--- src/rtl/z80_bus_trace_if.sv ---
// z80_bus_trace_if: Z80 CPU strobes/buses observed by the tracer plus the trace record stream
interface z80_bus_trace_if #(
    parameter int AW    = 16,
    parameter int DW    = 8,
    parameter int REC_W = 27
);
    logic             _reset, _m1, _rd, _wr, _mreq, _iorq, _halt;
    logic [AW-1:0]    ab;
    logic [DW-1:0]    db_i, db_o;
    logic             rec_valid, rec_ready;
    logic [REC_W-1:0] rec_data;
    modport master (
        output _reset, _m1, _rd, _wr, _mreq, _iorq, _halt, ab, db_i, db_o, rec_ready,
        input  rec_valid, rec_data
    );
    modport slave (
        input  _reset, _m1, _rd, _wr, _mreq, _iorq, _halt, ab, db_i, db_o, rec_ready,
        output rec_valid, rec_data
    );
endinterface

--- src/rtl/z80_bus_trace.sv ---
// z80_bus_trace: Z80 bus event encoder into a show-ahead FIFO with halt watchdog; Z80_TRACE_TIMESTAMP_EN prepends a sample timestamp
module z80_bus_trace #(
    parameter int AW         = 16,
    parameter int DW         = 8,
    parameter int DEPTH      = 16,
    parameter int HALT_LIMIT = 10,
    parameter int OVF_W      = 8,
    parameter int TS_W       = 16
) (
    input  logic             eclk,
    input  logic             ereset,
    input  logic             clk,
    z80_bus_trace_if.slave   bus,
    output logic [OVF_W-1:0] overflow_cnt,
    output logic             halted,
    output logic             halt_done
);
`ifdef Z80_TRACE_TIMESTAMP_EN
    localparam int REC_W = TS_W + 3 + AW + DW;
`else
    localparam int REC_W = 3 + AW + DW + 0 * TS_W;
`endif
    localparam int PW = $clog2(DEPTH);
    localparam int HW = $clog2(HALT_LIMIT + 1);

    logic             clk_q, rd_l, wr_l, rst_l, halt_l;
    logic [REC_W-1:0] mem [DEPTH];
    logic [PW-1:0]    rd_ptr, wr_ptr;
    logic [PW:0]      cnt;
    logic [HW-1:0]    hcnt;
    logic             sample, rst_a, rst_r, halt_e, wr_e, rd_e, any, push, pop, full, accept;
    logic [2:0]       typ, n_ev, lost;
    logic [DW-1:0]    data;
    logic [REC_W-1:0] rec;
    logic [OVF_W:0]   ovf_sum;

    always_comb begin
        sample        = clk & ~clk_q;
        rst_a         = rst_l & ~bus._reset;
        rst_r         = ~rst_l & bus._reset;
        halt_e        = halt_l & ~bus._halt;
        wr_e          = wr_l & ~bus._wr & ~(bus._mreq & bus._iorq);
        rd_e          = rd_l & ~bus._rd & ~(bus._mreq & bus._iorq);
        n_ev          = 3'(rst_a) + 3'(rst_r) + 3'(halt_e) + 3'(wr_e) + 3'(rd_e);
        any           = n_ev != 3'd0;
        typ           = rst_a ? 3'd5 : rst_r ? 3'd6 : halt_e ? 3'd7 :
                        wr_e ? (~bus._mreq ? 3'd3 : 3'd4) :
                        ~bus._mreq ? {2'b00, bus._m1} : 3'd2;
        data          = (wr_e & ~(rst_a | rst_r | halt_e)) ? bus.db_o : bus.db_i;
        full          = cnt == (PW + 1)'(DEPTH);
        pop           = (cnt != '0) & bus.rec_ready;
        push          = sample & any;
        accept        = push & (~full | pop);
        // every qualifying event beyond the winner, plus a winner refused by a full FIFO, is lost
        lost          = sample ? n_ev - 3'(any) + 3'(push & ~accept) : 3'd0;
        ovf_sum       = {1'b0, overflow_cnt} + (OVF_W + 1)'(lost);
        bus.rec_valid = cnt != '0;
        bus.rec_data  = bus.rec_valid ? mem[rd_ptr] : '0;
    end

`ifdef Z80_TRACE_TIMESTAMP_EN
    logic [TS_W-1:0] ts;
    always_ff @(posedge eclk) ts <= ereset ? '0 : ts + TS_W'(sample);
    assign rec = {ts, typ, bus.ab, data};
`else
    assign rec = {typ, bus.ab, data};
`endif

    always_ff @(posedge eclk) begin
        if (ereset) begin
            clk_q                        <= 1'b0;
            {rd_l, wr_l, rst_l, halt_l}  <= '1;
            rd_ptr                       <= '0;
            wr_ptr                       <= '0;
            cnt                          <= '0;
            overflow_cnt                 <= '0;
            halted                       <= 1'b0;
            halt_done                    <= 1'b0;
            hcnt                         <= '0;
        end else begin
            clk_q        <= clk;
            rd_ptr       <= rd_ptr + PW'(pop);
            wr_ptr       <= wr_ptr + PW'(accept);
            cnt          <= cnt + (PW + 1)'(accept) - (PW + 1)'(pop);
            overflow_cnt <= ovf_sum[OVF_W] ? '1 : ovf_sum[OVF_W-1:0];
            if (sample) begin
                {rd_l, wr_l, rst_l, halt_l} <= {bus._rd, bus._wr, bus._reset, bus._halt};
                halted    <= ~bus._halt;
                hcnt      <= bus._halt ? '0 : (hcnt == HW'(HALT_LIMIT) ? hcnt : hcnt + 1'b1);
                halt_done <= halt_done | (~bus._halt & (hcnt >= HW'(HALT_LIMIT - 1)));
            end
        end
    end

    always_ff @(posedge eclk) if (accept) mem[wr_ptr] <= rec;
endmodule
--- src/flat_wrapper.sv ---
// flat-port wrapper written by rule: the top's interface ports become plain ports
module z80_bus_trace_flat 
#(
    parameter int AW         = 16,
    parameter int DW         = 8,
    parameter int DEPTH      = 16,
    parameter int HALT_LIMIT = 10,
    parameter int OVF_W      = 8,
    parameter int TS_W       = 16
)
  (eclk, ereset, clk, overflow_cnt, halted, halt_done, bus__reset, bus__m1, bus__rd, bus__wr, bus__mreq, bus__iorq, bus__halt, bus_ab, bus_db_i, bus_db_o, bus_rec_ready, bus_rec_valid, bus_rec_data);
  z80_bus_trace_if #(.AW(AW), .DW(DW)) bus_i ();
  input  logic eclk;
  input  logic ereset;
  input  logic clk;
  output logic [OVF_W-1:0] overflow_cnt;
  output logic halted;
  output logic halt_done;
  input wire logic [$bits(bus_i._reset)-1:0] bus__reset;
  input wire logic [$bits(bus_i._m1)-1:0] bus__m1;
  input wire logic [$bits(bus_i._rd)-1:0] bus__rd;
  input wire logic [$bits(bus_i._wr)-1:0] bus__wr;
  input wire logic [$bits(bus_i._mreq)-1:0] bus__mreq;
  input wire logic [$bits(bus_i._iorq)-1:0] bus__iorq;
  input wire logic [$bits(bus_i._halt)-1:0] bus__halt;
  input wire logic [$bits(bus_i.ab)-1:0] bus_ab;
  input wire logic [$bits(bus_i.db_i)-1:0] bus_db_i;
  input wire logic [$bits(bus_i.db_o)-1:0] bus_db_o;
  input wire logic [$bits(bus_i.rec_ready)-1:0] bus_rec_ready;
  output wire logic [$bits(bus_i.rec_valid)-1:0] bus_rec_valid;
  output wire logic [$bits(bus_i.rec_data)-1:0] bus_rec_data;
  assign bus_i._reset = bus__reset;
  assign bus_i._m1 = bus__m1;
  assign bus_i._rd = bus__rd;
  assign bus_i._wr = bus__wr;
  assign bus_i._mreq = bus__mreq;
  assign bus_i._iorq = bus__iorq;
  assign bus_i._halt = bus__halt;
  assign bus_i.ab = bus_ab;
  assign bus_i.db_i = bus_db_i;
  assign bus_i.db_o = bus_db_o;
  assign bus_i.rec_ready = bus_rec_ready;
  assign bus_rec_valid = bus_i.rec_valid;
  assign bus_rec_data = bus_i.rec_data;
  z80_bus_trace #(.AW(AW), .DW(DW), .DEPTH(DEPTH), .HALT_LIMIT(HALT_LIMIT), .OVF_W(OVF_W), .TS_W(TS_W)) u_core (.eclk(eclk), .ereset(ereset), .clk(clk), .bus(bus_i), .overflow_cnt(overflow_cnt), .halted(halted), .halt_done(halt_done));
endmodule
--- config.mk ---
export PLATFORM = sky130hd
export DESIGN_NAME = z80_bus_trace_flat
export DESIGN_NICKNAME = d
export VERILOG_FILES = /design/src/rtl/z80_bus_trace_if.sv /design/src/rtl/z80_bus_trace.sv /design/src/flat_wrapper.sv
export SDC_FILE = /design/constraint.sdc
export NUM_CORES = 1
export LEC_CHECK = 0
export ABC_AREA = 1
export CAP_MARGIN = 20
export CORE_MARGIN = 10
export CORE_UTILIZATION = 40
export CTS_CLUSTER_SIZE = 20
export DETAILED_ROUTE_END_ITERATION = 7
export GPL_ROUTABILITY_DRIVEN = 0
export PLACE_DENSITY = 0.63
export SLEW_MARGIN = 0
export SYNTH_ARGS = -nofsm -noshare
export SYNTH_HDL_FRONTEND = slang
export SYNTH_SLANG_ARGS = --single-unit
--- constraint.sdc ---
create_clock -name eclk -period 5.4 [get_ports eclk]
set_clock_uncertainty 0.1 [all_clocks]
set_input_delay 1.08 -clock eclk [delete_from_list [all_inputs] [get_ports eclk]]
set_output_delay 1.08 -clock eclk [all_outputs]
set_load 0.01 [all_outputs]
# After elaboration in Yosys (flattened, before gate mapping)

Memories as Yosys holds them, arrays and structs flattened. A register that Yosys moved wholly into a read port is not among the register bits.
Cells that the tools add are included.

Register bits after elaboration: 32
Output and inout port bits: 38
Memories: 1
RAM bits: 432

Memories:

| name       | words | bits a word | read ports | clocked after memory_dff | wr ports | line                | RTL |
|---|---|---|---|---|---|---|---|
| u_core.mem | 16    | 27          | 1          | 1                        | 1        | z80_bus_trace.sv:27 | `logic [REC_W-1:0] mem [DEPTH];` |

Reduce and logical (&&, ||, !) cells: 3
Add/subtract/negate cells: 12
Equality and inequality tests: 3
Muxes and demuxes: 15
Bitwise operators: 29
$lt $le $gt $ge: 1

Operators by type and width:

| operator                                                      | count |
|---|---|
| 27-bit two-way mux                                            | 1 |
| 3-bit two-way mux                                             | 6 |
| 8-bit two-way mux                                             | 2 |
| 1-bit bitwise AND                                             | 14 |
| 4-bit two-way mux                                             | 3 |
| 3-bit by 1-bit adder with 3-bit output                        | 3 |
| 8-bit by 3-bit adder with 9-bit output                        | 1 |
| 1-bit inverter                                                | 9 |
| 4-bit by 1-bit adder with 4-bit output                        | 2 |
| 5-bit by 1-bit adder with 5-bit output                        | 1 |
| 5-bit equality test, second input constant                    | 1 |
| 5-bit nonzero test                                            | 1 |
| 5-bit by 1-bit subtractor with 5-bit output                   | 1 |
| 4-bit by 1-bit adder with 4-bit output, second input constant | 1 |
| 4-bit equality test, second input constant                    | 1 |
| 4-bit greater-or-equal comparator, second input constant      | 1 |
| 1-bit OR                                                      | 4 |
| 3-bit adder                                                   | 1 |
| 1-bit by 3-bit bitwise AND with 3-bit output                  | 1 |
| 1-bit inverter with 3-bit output                              | 1 |
| 3-bit nonzero test                                            | 1 |
| 3-bit by 1-bit subtractor with 3-bit output                   | 1 |
| 1-bit by 1-bit adder with 2-bit output                        | 1 |
| 1-bit two-way mux                                             | 2 |
| 3 further kinds                                               | 3 |

# Longest topological paths before layout

Gate-level depths: netlist of run 1.

Depth in word-level cells: 15
Depth in mapped cells: 24
Gate-level depth less buffers: 24

# Worst setup path after synthesis of run 1

No wires, ideal clock.

Path kind: input-to-reg
From: input bus__reset
To: register u_core.overflow_cnt[3]
Library setup time: 0.057 ns
Cell stages on the path: 23
Path slack: 0.342 ns
Arrival time: 4.901 ns
Required time: 5.243 ns
Path buffers: 0
Cells stage by stage: inv_1 -> ha_1 -> fa_1 -> inv_1 -> ha_1 -> fa_1 -> inv_1 -> nand3_1 -> ha_1 -> inv_1 -> ha_1 -> fa_1 -> inv_1 -> nor2_1 -> fa_1 -> nand2_1 -> nand2_1 -> nand2_1 -> nor2_1 -> nand3_1 -> nand3_1 -> nand2_1 -> inv_1

Word-level cells in the longest chain between the ends: 15
Elaborated cells on any way between the ends: 17
Those cells by class: add/sub: 7; mux: 2; bitwise: 7; reduce/logical: 1

RTL lines:

| element                                                                             | line                | RTL |
|---|---|---|
| start: declaration                                                                  | flat_wrapper.sv:19  | `input wire logic [$bits(bus_i._reset)-1:0] bus__reset;` |
| 1-bit inverter                                                                      | z80_bus_trace.sv:39 | `rst_a = rst_l & ~bus._reset;` |
| 1-bit bitwise AND                                                                   | z80_bus_trace.sv:39 |  |
| 1-bit by 1-bit adder with 2-bit output (*)                                          | z80_bus_trace.sv:44 | `n_ev = 3'(rst_a) + 3'(rst_r) + 3'(halt_e) + 3'(wr_e) + 3'(rd_e);` |
| 3-bit by 1-bit adder with 3-bit output (*) (3 in a row)                             | z80_bus_trace.sv:44 |  |
| branches (longest 5 deep; another with 3-bit by 1-bit subtractor with 3-bit output) | -                   |  |
| 3-bit adder (*)                                                                     | z80_bus_trace.sv:55 | `lost = sample ? n_ev - 3'(any) + 3'(push & ~accept) : 3'd0;` |
| 3-bit two-way mux (*)                                                               | z80_bus_trace.sv:55 |  |
| 8-bit by 3-bit adder with 9-bit output (*)                                          | z80_bus_trace.sv:56 | `ovf_sum = {1'b0, overflow_cnt} + (OVF_W + 1)'(lost);` |
| 8-bit two-way mux (*)                                                               | z80_bus_trace.sv:85 | `overflow_cnt <= ovf_sum[OVF_W] ? '1 : ovf_sum[OVF_W-1:0];` |
| end signal: assignment                                                              | z80_bus_trace.sv:85 |  |
| end: declaration                                                                    | z80_bus_trace.sv:14 | `output logic [OVF_W-1:0] overflow_cnt,` |

Every way passes the cells marked *.
A chain may end at the register's enable or synchronous reset.

# Worst setup path in the final report of run 1

From: input bus__reset
To: register u_core.overflow_cnt[7]

Same word-level chain as after synthesis.

==> run_summary.xml, run 1 <==
<?xml version="1.0" encoding="UTF-8"?>
<metrics>
  <group name="power_and_ir_drop">
    <metric name="vdd_drop_max" unit="mV">0.2325</metric>
    <metric name="power_switching_share" unit="">0.3120</metric>
    <metric name="cell_internal_pwr" unit="mW">6.736</metric>
    <metric name="clock_power_share" unit="">0.318</metric>
    <metric name="power.net_switching" unit="mW">3.055</metric>
    <metric name="power_frac_comb" unit="">0.255</metric>
    <metric name="pwr-share-seq" unit="">0.426</metric>
    <metric name="power.density" unit="nW/um^2">432.8</metric>
    <metric name="cellLeakagePower" unit="nW">8.300</metric>
  </group>
  <group name="flow_run">
    <metric name="maxCapViolations" unit="">0</metric>
  </group>
  <group name="sta">
    <metric name="tightestPinTransition" unit="ns">1.160</metric>
    <metric name="post-route-period-util" unit="">0.9554</metric>
    <metric name="finalHoldViolCount" unit="">0</metric>
    <metric name="maxSlewHeadroom" unit="">0.2246</metric>
    <metric name="setup_viol" unit="">0</metric>
    <metric name="worst_slack" unit="ns">0.2410</metric>
    <metric name="unrepaired_setup_endpoints_after_global_routing" unit="">false</metric>
    <metric name="timing.fmax" unit="MHz">193.8</metric>
    <metric name="slew_viols_final" unit="">0</metric>
    <metric name="post-route-min-period" unit="ns">5.159</metric>
  </group>
  <group name="die">
    <metric name="core_area" unit="sq um">47750</metric>
    <metric name="die-area" unit="sq um">57460</metric>
    <metric name="width_of_the_die" unit="um">239.7</metric>
    <metric name="die-height" unit="um">239.7</metric>
    <metric name="start_util" unit="">0.4044</metric>
    <metric name="ioPinCount" unit="">81</metric>
    <metric name="core_rows" unit="">80</metric>
  </group>
  <group name="route">
    <metric name="detailroute.via_count" unit="">12760</metric>
    <metric name="count_of_tritonroute_iterations_in_the_first_routing_pass" unit="">5</metric>
    <metric name="avgViaCountPerCell" unit="">5.176</metric>
    <metric name="drt-total-wl" unit="mm">46.83</metric>
    <metric name="detail_route.wl_per_cell" unit="um">18.99</metric>
    <metric name="drcViolationCount" unit="">0</metric>
    <metric name="drtAntennaViolNets" unit="">0</metric>
    <metric name="drt_iter0_markers" unit="">899</metric>
  </group>
  <group name="finish">
    <metric name="instances_no_fill" unit="">2466</metric>
    <metric name="layout.nets" unit="">1882</metric>
    <metric name="fraction_of_layout_instances_using_a_drive_strength_above_1" unit="">0.09076</metric>
    <metric name="area_growth" unit="%">17.14</metric>
    <metric name="antenna-diode-count" unit="">0</metric>
  </group>
  <group name="status">
    <metric name="status" unit="">finished clean</metric>
  </group>
  <group name="grt">
    <metric name="number_of_global_route_vias_before_repair" unit="">12490</metric>
    <metric name="grt_antenna_before_repair" unit="">0</metric>
    <metric name="overflow" unit="">0</metric>
    <metric name="grt_start_max_net_pins" unit="">147</metric>
    <metric name="grt_first_pass_wirelength" unit="mm">72.14</metric>
    <metric name="global_route.usage.total" unit="">0.1615</metric>
  </group>
  <group name="logic_synthesis">
    <metric name="synthSimpleGateAreaFrac" unit="">0.2147</metric>
    <metric name="syn-instance-count" unit="">1710</metric>
    <metric name="multiplexer_area_fraction_after_synthesis" unit="">0</metric>
    <metric name="netlist-cell-type-count" unit="">31</metric>
    <metric name="syn_area" unit="sq um">19310</metric>
    <metric name="synth_seq_area_share" unit="">0.7050</metric>
    <metric name="synthXorXnorAreaFrac" unit="">0.003175</metric>
    <metric name="synth_compound_area_frac" unit="">0.01808</metric>
    <metric name="syn_area_per_cell" unit="sq um">11.29</metric>
    <metric name="synth-warning-count" unit="">0</metric>
    <metric name="post_synth_fa_ha_maj_area_fraction" unit="">0.02009</metric>
    <metric name="synth_top_family_by_area" unit="">simple AND/OR/NAND/NOR gates</metric>
    <metric name="syn_nets" unit="">1781</metric>
    <metric name="synth-seq-cells" unit="">464</metric>
  </group>
  <group name="worst_setup_path">
    <metric name="worst_path_max_delay_cell" unit="">clkdlybuf4s50_1</metric>
    <metric name="cp_capture_type" unit="">register</metric>
    <metric name="critical_path_peak_fanout" unit="">4</metric>
    <metric name="critPathMostFrequentCell" unit="">ha_1</metric>
    <metric name="critical-path-max-stage-delay" unit="ns">0.49</metric>
    <metric name="worst_setup_path_start_kind" unit="">input pin</metric>
    <metric name="crit_chain" unit="">clkdlybuf4s50_1 -&gt; inv_1 -&gt; ha_1 -&gt; fa_1 -&gt; inv_1 -&gt; ha_1 -&gt; fa_1 -&gt; inv_1 -&gt; nand3_1 -&gt; ha_1 -&gt; inv_1 -&gt; ha_1 -&gt; fa_2 -&gt; o21ai_2 -&gt; a21oi_1 -&gt; ha_1 -&gt; or2_2 -&gt; nand2_1 -&gt; nor2_1 -&gt; nand3_1 -&gt; nand2_1 -&gt; nand2_1 -&gt; nor2_1</metric>
    <metric name="type_of_the_setup_path_with_the_least_slack" unit="">input pin to register</metric>
    <metric name="worstPathArrival" unit="ns">5.52</metric>
    <metric name="cp_data_required_time" unit="ns">5.76</metric>
  </group>
  <group name="clock_tree">
    <metric name="clock_tree.buffer_depth" unit="">3</metric>
    <metric name="cts_tree" unit="">yes</metric>
    <metric name="number_of_sinks_handled_by_clock_tree_synthesis" unit="">464</metric>
    <metric name="clkTransAtPathRegs" unit="ns">0.07</metric>
    <metric name="numCtsBuffers" unit="">48</metric>
    <metric name="h-tree-depth" unit="">2</metric>
    <metric name="worst_skew_pair.late_latency" unit="ns">0.57</metric>
    <metric name="root_buffer" unit="">clkbuf_16</metric>
  </group>
  <group name="place">
    <metric name="placedCellCount" unit="">2374</metric>
    <metric name="dp_slack" unit="ns">-0.5558</metric>
    <metric name="hpwl" unit="mm">26.67</metric>
    <metric name="number_of_port_buffers" unit="">80</metric>
  </group>
  <group name="hold_path">
    <metric name="worstHoldPathType" unit="">register to register</metric>
  </group>
</metrics>
-- timing repair --
item	CTS	global route
gates resized for setup	0	11
hold buffers	0	0
buffers inserted	0	1
endpoints found under the setup margin	0	8
-- per-stage QoR --
stage	hold WS (ns)	cell area (sq um)	TNS [ns]	util	total power, mW
after floorplan	0.3218	19310	0	-	5.838
after global placement	0.3450	21100	-2.153	0.4419	6.721
after detailed placement	0.3501	21100	-4.018	0.4419	6.751
after CTS	0.3654	22570	0	0.4727	9.864
after global routing	0.3881	22620	0	0.4738	10.33
final	0.3651	22620	0	0.4738	9.791
-- worst max-delay path: cells and delay by family --
kind	cells	cell delay, ns
simple gates	8	0.83
compound gates	2	0.20
buf+inv	5	0.71
fa+ha+maj	8	2.70
-- per-layer routing --
layer	global-route usage	up-vias	share of wire
li1	-	6123	-
met1	0.2123	6195	0.43
met2	0.2648	377	0.49
met3	0.02965	69	0.060
met4	0.05325	0	0.021
met5	0	-	0
-- final cells by class --
cell class	count	area (sq um)
fill	4177	25130
sequential	464	13620
multi-input combinational	1086	5105
timing repair buffer	144	1394
clock buffer	60	1267
tap	615	769.5
inverter	67	257.7
clock inverter	30	205.2
-- kinds of logic (layout without fill, tap and decap cells) --
logic type	Yosys count	after routing
xor gates and xnor gates	7	7
AOI/OAI and AO/OA	68	68
and+or+nand+nor	983	983
buffers and inverters	160	301
adders and majority gates	28	28
DFF	464	464
-- Yosys cell counts --
cell / instances / share of area
nor2_2: 1 / 0.00032
a31oi_1: 1 / 0.00032
xnor2_1: 5 / 0.0023
nand2_1: 585 / 0.11
buf_4: 21 / 0.0082
o21ai_1: 2 / 0.00052
xor2_1: 2 / 0.00091
o31ai_1: 1 / 0.00039
nand3_1: 341 / 0.088
o211ai_1: 1 / 0.00039
nand3b_1: 1 / 0.00039
o21ai_0: 18 / 0.0047
buf_2: 32 / 0.0083
clkbuf_1: 24 / 0.0047
nor4_1: 1 / 0.00032
a21oi_1: 44 / 0.011
and3b_1: 1 / 0.00045
buf_6: 4 / 0.0023
nor3_1: 3 / 0.00078
inv_4: 1 / 0.00032
buf_1: 12 / 0.0023
inv_2: 4 / 0.00078
nor2_1: 47 / 0.0091
ha_1: 23 / 0.015
edfxtp_1: 432 / 0.67
o21bai_1: 1 / 0.00039
fa_1: 5 / 0.0052
nor2_4: 1 / 0.00058
dfxtp_1: 32 / 0.033
inv_1: 62 / 0.012
or2_2: 2 / 0.00065
-- worst paths after layout --
check,startpoint,endpoint,slack (ns),cells past startpoint
min,u_core.rd_l,u_core.rd_l,0.37,2
max,bus__reset,u_core.overflow_cnt[7],0.24,23
min reg2reg,u_core.rd_l,u_core.rd_l,0.37,2
max reg2reg,u_core.rst_l,u_core.overflow_cnt[7],0.99,21
-- layout by cell type (no fill, tap or decap), drive strengths merged --
cell type,n
or2,2
nor2,49
dfxtp,32
fa,5
o21bai,1
xnor2,5
clkinvlp,1
clkdlybuf4s50,80
o31ai,1
o21ai,20
inv,69
a31oi,1
clkinv,25
edfxtp,432
buf,64
clkbuf,60
nand2,585
ha,23
o211ai,1
and3b,1
nand3b,1
xor2,2
nor3,3
a21oi,44
nor4,1
bufinv,2
nand3,341
-- state kept, by name (all words and copies together), names as in the netlist --
signal and count:
u_core.hcnt 4, u_core.rst_l 1, u_core.overflow_cnt 8, u_core.clk_q 1
u_core.halted 1, u_core.halt_l 1, u_core.wr_l 1, u_core.halt_done 1
u_core.rd_ptr 4, u_core.rd_l 1, u_core.mem 432, u_core.cnt 5
u_core.wr_ptr 4
-- power by group through the flow --
stage | Clock [mW] | Combinational, mW | Sequential, mW
3_3_place_gp | 0 | 2.48 | 4.25
2_1_floorplan | 0 | 1.67 | 4.17
5_1_grt | 3.33 | 2.81 | 4.18
6_report | 3.12 | 2.50 | 4.17
3_5_place_dp | 0 | 2.50 | 4.25
4_1_cts | 3.18 | 2.52 | 4.17
(Power assumes the default switching activity.)
==> run 2: changes to the inputs <==
SLEW_MARGIN = 25   (was 0)
==> run_summary.xml, run 2 (same netlist as run 1, synthesis figures left out) <==
<?xml version="1.0" encoding="UTF-8"?>
<metrics>
  <group name="grt">
    <metric name="grt_antenna_before_repair" unit="">0</metric>
    <metric name="number_of_global_route_vias_before_repair" unit="">12300</metric>
    <metric name="grt_start_max_net_pins" unit="">147</metric>
    <metric name="overflow" unit="">0</metric>
    <metric name="global_route.usage.total" unit="">0.1620</metric>
    <metric name="grt_first_pass_wirelength" unit="mm">72.31</metric>
  </group>
  <group name="worst_setup_path">
    <metric name="cp_capture_type" unit="">register</metric>
    <metric name="crit_chain" unit="">clkdlybuf4s50_1 -&gt; inv_1 -&gt; ha_1 -&gt; fa_1 -&gt; inv_1 -&gt; ha_1 -&gt; fa_1 -&gt; inv_2 -&gt; nand3_1 -&gt; ha_1 -&gt; inv_1 -&gt; ha_1 -&gt; fa_1 -&gt; inv_1 -&gt; nor2_2 -&gt; fa_1 -&gt; nand2_1 -&gt; nand2_1 -&gt; nand2_1 -&gt; nor2_4 -&gt; buf_4 -&gt; o21ai_0 -&gt; a31oi_1</metric>
    <metric name="critical-path-max-stage-delay" unit="ns">0.49</metric>
    <metric name="worstPathArrival" unit="ns">5.49</metric>
    <metric name="critical_path_peak_fanout" unit="">3</metric>
    <metric name="worstPathBufferInverterCount" unit="">7</metric>
    <metric name="worst_setup_path_start_kind" unit="">input pin</metric>
    <metric name="cp_data_required_time" unit="ns">5.74</metric>
    <metric name="type_of_the_setup_path_with_the_least_slack" unit="">input pin to register</metric>
    <metric name="cp_top_family" unit="">adder cells</metric>
    <metric name="timing.critical_path.depth" unit="">23</metric>
    <metric name="r2r_cells" unit="">21</metric>
    <metric name="worst_path_max_delay_cell" unit="">clkdlybuf4s50_1</metric>
  </group>
  <group name="finish">
    <metric name="register_with_the_most_flip_flops" unit="">u_core.mem</metric>
    <metric name="largestRegisters" unit="">u_core.mem: 432 flops, u_core.overflow_cnt: 8 flops, u_core.cnt: 5 flops</metric>
    <metric name="largest_register_ffs" unit="">432</metric>
    <metric name="layout.nets" unit="">1882</metric>
    <metric name="finished_layout_cell_area" unit="sq um">22770</metric>
    <metric name="layout.cells.most_common_list" unit="">nand2_1, edfxtp_1, nand3_1</metric>
    <metric name="fin_util" unit="">0.4769</metric>
    <metric name="final_layout_fill_cell_count" unit="">4203</metric>
    <metric name="footprint_of_the_multi_input_gates" unit="sq um">5099</metric>
    <metric name="layout.cells.most_common" unit="">nand2_1</metric>
    <metric name="fraction_of_layout_instances_using_a_drive_strength_above_1" unit="">0.09189</metric>
    <metric name="register_area" unit="sq um">13620</metric>
    <metric name="antenna-diode-count" unit="">0</metric>
    <metric name="area_growth" unit="%">17.91</metric>
  </group>
  <group name="place">
    <metric name="placed_cell_area" unit="sq um">21130</metric>
    <metric name="number_of_port_buffers" unit="">80</metric>
    <metric name="hpwl" unit="mm">26.76</metric>
  </group>
  <group name="route">
    <metric name="drcViolationCount" unit="">0</metric>
    <metric name="drt-total-wl" unit="mm">46.61</metric>
    <metric name="detailroute.via_count" unit="">12750</metric>
    <metric name="avgViaCountPerCell" unit="">5.173</metric>
    <metric name="drtAntennaViolNets" unit="">0</metric>
    <metric name="count_of_tritonroute_iterations_in_the_first_routing_pass" unit="">6</metric>
    <metric name="detail_route.wl_per_cell" unit="um">18.91</metric>
    <metric name="topRoutingLayerUsed" unit="">met4</metric>
    <metric name="drt_iter0_markers" unit="">903</metric>
    <metric name="wl_met2" unit="mm">22.69</metric>
    <metric name="met1_length" unit="mm">20.16</metric>
    <metric name="wl_met3" unit="mm">2.777</metric>
  </group>
  <group name="sta">
    <metric name="timing.fmax" unit="MHz">194.2</metric>
    <metric name="slew_viols_final" unit="">0</metric>
    <metric name="post-route-min-period" unit="ns">5.151</metric>
    <metric name="setup_viol" unit="">0</metric>
    <metric name="tightestPinTransition" unit="ns">0.9143</metric>
    <metric name="maxSlewHeadroom" unit="">0.3905</metric>
    <metric name="post-route-period-util" unit="">0.9538</metric>
    <metric name="finalHoldViolCount" unit="">0</metric>
    <metric name="setup-tns-final" unit="ns">0</metric>
    <metric name="unrepaired_setup_endpoints_after_global_routing" unit="">false</metric>
  </group>
  <group name="power_and_ir_drop">
    <metric name="post-layout-total-power" unit="mW">10.04</metric>
    <metric name="cell_internal_pwr" unit="mW">6.982</metric>
    <metric name="cellLeakagePower" unit="nW">8.355</metric>
    <metric name="vdd_drop_max" unit="mV">0.2285</metric>
    <metric name="power.density" unit="nW/um^2">441.0</metric>
    <metric name="clock_power_share" unit="">0.334</metric>
    <metric name="pwr-share-seq" unit="">0.415</metric>
    <metric name="power_switching_share" unit="">0.3046</metric>
    <metric name="power_frac_comb" unit="">0.250</metric>
    <metric name="power.net_switching" unit="mW">3.058</metric>
  </group>
  <group name="die">
    <metric name="core_rows" unit="">80</metric>
    <metric name="start_util" unit="">0.4044</metric>
    <metric name="width_of_the_die" unit="um">239.7</metric>
    <metric name="die-area" unit="sq um">57460</metric>
    <metric name="ioPinCount" unit="">81</metric>
    <metric name="die-height" unit="um">239.7</metric>
    <metric name="core_area" unit="sq um">47750</metric>
  </group>
  <group name="hold_path">
    <metric name="holdPathStages" unit="">2</metric>
    <metric name="worstHoldPathType" unit="">register to register</metric>
  </group>
  <group name="clock_tree">
    <metric name="clock_tree.buffer_depth" unit="">3</metric>
    <metric name="h-tree-depth" unit="">2</metric>
    <metric name="cts_hold_buf" unit="">0</metric>
    <metric name="number_of_sinks_handled_by_clock_tree_synthesis" unit="">464</metric>
    <metric name="clkTransAtPathRegs" unit="ns">0.06</metric>
    <metric name="worst_skew_pair.late_latency" unit="ns">0.57</metric>
    <metric name="numCtsBuffers" unit="">48</metric>
    <metric name="cts_tree" unit="">yes</metric>
    <metric name="root_buffer" unit="">clkbuf_16</metric>
  </group>
  <group name="flow_run">
    <metric name="maxCapViolations" unit="">0</metric>
  </group>
  <group name="status">
    <metric name="status" unit="">finished clean</metric>
  </group>
</metrics>
## run 2: worst register-to-register path, delay by kind of cell, from the launching register on
family                     cells  cell delay (ns)
DFF                            1             0.31
AOI/OAI and AO/OA              2             0.21
buffers and inverters          5             0.37
adders and majority gates      8             2.81
and+or+nand+nor                6             0.47
## run 2: cell type report
type,instances,share of cell area
flip-flops and latches,464,0.5983
multi-input cells,1086,0.2239
repair buffers,144,0.06210
clock buffers,59,0.05682
well taps,615,0.03380
clock inverters,30,0.01374
inverters,67,0.01132
## run 2: stage by stage
stage	setup WS (ns)	hold slack, ns	instances
2_1_floorplan	0.3424	0.3218	1710
3_3_place_gp	-0.3201	0.3450	2374
3_5_place_dp	-0.5240	0.3501	2375
4_1_cts	0.05882	0.3647	2464
5_1_grt	0.009381	0.3868	2465
6_report	0.2494	0.3616	2465
## run 2: timing repair
action                                  4_1_cts  5_1_grt
gates resized for setup                       0        8
setup buffers                                 0        1
endpoints found under the setup margin        0        8
## run 2: path summary, 6_finish.rpt
check	endpoint	slack, ns	from
setup / recovery	u_core.overflow_cnt[6]	0.25	bus__reset
setup reg to reg	u_core.overflow_cnt[6]	1.00	u_core.rst_l
hold / removal	u_core.rd_l	0.36	u_core.rd_l
hold reg to reg	u_core.rd_l	0.36	u_core.rd_l
## run 2: power groups by stage
stage | clock (mW) | combinational (mW) | sequential (mW)
after detailed placement | 0 | 2.53 | 4.25
after global routing | 3.58 | 2.82 | 4.19
after floorplan | 0 | 1.67 | 4.17
final | 3.35 | 2.51 | 4.17
after global placement | 0 | 2.48 | 4.25
after CTS | 3.41 | 2.55 | 4.17
## run 2: routing by layer
| metal | GRT usage | vias to the layer above |
|---|---|---|
| li1 | - | 6120 |
| met4 | 0.05055 | 0 |
| met5 | 0 | - |
| met1 | 0.2154 | 6190 |
| met2 | 0.2663 | 377 |
| met3 | 0.02678 | 64 |
==> run 3: changes to the inputs <==
CORE_MARGIN = default   (was 10)
SKIP_CTS_REPAIR_TIMING = 1   (was default)
==> run_summary.xml, run 3 (same netlist as run 1, synthesis figures left out) <==
<?xml version="1.0" encoding="UTF-8"?>
<metrics>
  <group name="clock_tree">
    <metric name="number_of_sinks_handled_by_clock_tree_synthesis" unit="">464</metric>
    <metric name="clkTransAtPathRegs" unit="ns">0.06</metric>
    <metric name="worst_skew_pair.late_latency" unit="ns">0.58</metric>
    <metric name="numCtsBuffers" unit="">48</metric>
    <metric name="clock_tree.buffer_depth" unit="">3</metric>
    <metric name="h-tree-depth" unit="">2</metric>
    <metric name="cts_tree" unit="">yes</metric>
    <metric name="root_buffer" unit="">clkbuf_16</metric>
  </group>
  <group name="worst_setup_path">
    <metric name="reg2reg_slack" unit="ns">0.97</metric>
    <metric name="cp_capture_type" unit="">register</metric>
    <metric name="worstPathArrival" unit="ns">5.52</metric>
    <metric name="cp_data_required_time" unit="ns">5.77</metric>
    <metric name="type_of_the_setup_path_with_the_least_slack" unit="">input pin to register</metric>
    <metric name="critical_path_peak_fanout" unit="">4</metric>
    <metric name="worst_setup_path_start_kind" unit="">input pin</metric>
  </group>
  <group name="flow_run">
    <metric name="maxCapViolations" unit="">0</metric>
  </group>
  <group name="sta">
    <metric name="unrepaired_setup_endpoints_after_global_routing" unit="">false</metric>
    <metric name="post-route-period-util" unit="">0.9538</metric>
    <metric name="tightestPinTransition" unit="ns">0.9915</metric>
    <metric name="post-route-min-period" unit="ns">5.150</metric>
    <metric name="setup_viol" unit="">0</metric>
    <metric name="slew_viols_final" unit="">0</metric>
    <metric name="fin_hold_ws" unit="ns">0.3588</metric>
    <metric name="finalHoldViolCount" unit="">0</metric>
    <metric name="worst_slack" unit="ns">0.2496</metric>
    <metric name="timing.fmax" unit="MHz">194.2</metric>
    <metric name="maxSlewHeadroom" unit="">0.3390</metric>
  </group>
  <group name="route">
    <metric name="detailroute.via_count" unit="">12740</metric>
    <metric name="drtAntennaViolNets" unit="">0</metric>
    <metric name="count_of_tritonroute_iterations_in_the_first_routing_pass" unit="">6</metric>
    <metric name="drt-total-wl" unit="mm">45.85</metric>
    <metric name="wl_met2" unit="mm">21.81</metric>
    <metric name="wl_met3" unit="mm">3.269</metric>
    <metric name="drcViolationCount" unit="">0</metric>
    <metric name="detail_route.wl_per_cell" unit="um">18.62</metric>
    <metric name="met1_length" unit="mm">19.54</metric>
    <metric name="topRoutingLayerUsed" unit="">met4</metric>
    <metric name="avgViaCountPerCell" unit="">5.174</metric>
    <metric name="drt_iter0_markers" unit="">1110</metric>
  </group>
  <group name="grt">
    <metric name="number_of_global_route_vias_before_repair" unit="">12490</metric>
    <metric name="global_route.usage.total" unit="">0.1881</metric>
    <metric name="overflow" unit="">0</metric>
    <metric name="grt_antenna_before_repair" unit="">0</metric>
    <metric name="grt_start_max_net_pins" unit="">113</metric>
    <metric name="grt_first_pass_wirelength" unit="mm">71.35</metric>
  </group>
  <group name="finish">
    <metric name="register_with_the_most_flip_flops" unit="">u_core.mem</metric>
    <metric name="layout.cells.most_common" unit="">nand2_1</metric>
    <metric name="area_growth" unit="%">18.61</metric>
    <metric name="layout.nets" unit="">1883</metric>
    <metric name="largest_register_ffs" unit="">432</metric>
    <metric name="finished_layout_cell_area" unit="sq um">22900</metric>
    <metric name="fraction_of_layout_instances_using_a_drive_strength_above_1" unit="">0.09253</metric>
    <metric name="largestRegisters" unit="">u_core.mem: 432 flops, u_core.overflow_cnt: 8 flops, u_core.cnt: 5 flops</metric>
    <metric name="instances_no_fill" unit="">2463</metric>
    <metric name="layout.cells.most_common_list" unit="">nand2_1, edfxtp_1, nand3_1</metric>
    <metric name="antenna-diode-count" unit="">0</metric>
  </group>
  <group name="place">
    <metric name="hpwl" unit="mm">25.36</metric>
    <metric name="dp_slack" unit="ns">-0.4983</metric>
    <metric name="number_of_port_buffers" unit="">80</metric>
    <metric name="placedCellCount" unit="">2377</metric>
    <metric name="placed_cell_area" unit="sq um">21240</metric>
  </group>
  <group name="power_and_ir_drop">
    <metric name="power_frac_comb" unit="">0.253</metric>
    <metric name="power_switching_share" unit="">0.3049</metric>
    <metric name="cell_internal_pwr" unit="mW">7.031</metric>
    <metric name="power.density" unit="nW/um^2">441.6</metric>
    <metric name="clock_power_share" unit="">0.335</metric>
    <metric name="post-layout-total-power" unit="mW">10.11</metric>
    <metric name="power.net_switching" unit="mW">3.084</metric>
    <metric name="pwr-share-seq" unit="">0.412</metric>
    <metric name="cellLeakagePower" unit="nW">8.395</metric>
    <metric name="vdd_drop_max" unit="mV">0.2339</metric>
  </group>
  <group name="die">
    <metric name="die-height" unit="um">221.7</metric>
    <metric name="die-area" unit="sq um">49160</metric>
    <metric name="width_of_the_die" unit="um">221.7</metric>
    <metric name="ioPinCount" unit="">81</metric>
    <metric name="start_util" unit="">0.4053</metric>
    <metric name="core_rows" unit="">80</metric>
    <metric name="core_area" unit="sq um">47650</metric>
  </group>
  <group name="status">
    <metric name="status" unit="">finished clean</metric>
  </group>
  <group name="hold_path">
    <metric name="worstHoldPathType" unit="">register to register</metric>
  </group>
</metrics>
[run 3: cell types whose count changed in the layout (fill, tap and decap cells not counted), sizes merged]
cell,delta
clkinv,-2
buf,+1
bufinv,+2
clkbuf,-3
clkinvlp,-3
inv,+3
[run 3: routing by layer]
metal,global-route usage,up-vias
met5,0,-
met4,0.06586,0
met3,0.03194,76
met2,0.3097,433
met1,0.2517,6113
li1,-,6121
[run 3: cell type report]
cell class	instances	area, sq um
Fill cell	4159	24740
Sequential cell	464	13620
Multi-Input combinational cell	1086	5117
Timing Repair Buffer	145	1521
Clock buffer	56	1231
Tap cell	615	769.5
Clock inverter	30	381.6
Inverter	67	260.3
[run 3: critical path, stage by stage]
cell	delay, ns
clkdlybuf4s50_1	0.48
inv_1	0.05
ha_1	0.31
fa_1	0.49
inv_1	0.04
ha_1	0.19
fa_1	0.51
inv_1	0.12
nand3_2	0.09
ha_1	0.29
inv_1	0.04
ha_2	0.17
fa_1	0.41
o21ai_0	0.17
a21oi_1	0.07
ha_1	0.33
or2_2	0.31
nand2_2	0.10
nor2_2	0.05
nand3_1	0.08
nand2_1	0.06
nand2_1	0.06
nor2_1	0.06
[run 3: through the flow]
step	util	setup TNS [ns]
5_1_grt	0.4807	0
6_report	0.4807	0
4_1_cts	0.4797	0
3_5_place_dp	0.4459	-3.699
3_3_place_gp	0.4452	-2.148
2_1_floorplan	-	0
[run 3: power groups by stage]
| stage | sequential (mW) | combinational (mW) | clock (mW) |
|---|---|---|---|
| 6_report | 4.16 | 2.56 | 3.39 |
| 5_1_grt | 4.17 | 2.87 | 3.59 |
| 4_1_cts | 4.16 | 2.57 | 3.45 |
| 3_5_place_dp | 4.24 | 2.55 | 0 |
| 3_3_place_gp | 4.23 | 2.48 | 0 |
| 2_1_floorplan | 4.17 | 1.67 | 0 |
[run 3: path summary, 6_finish.rpt]
| path | cells past startpoint | startpoint | endpoint |
|---|---|---|---|
| worst max-delay path | 23 | bus__reset | u_core.overflow_cnt[7] |
| worst min-delay path | 2 | u_core.rd_l | u_core.rd_l |
| worst max register to register | 21 | u_core.rst_l | u_core.overflow_cnt[7] |
| worst min register to register | 2 | u_core.rd_l | u_core.rd_l |
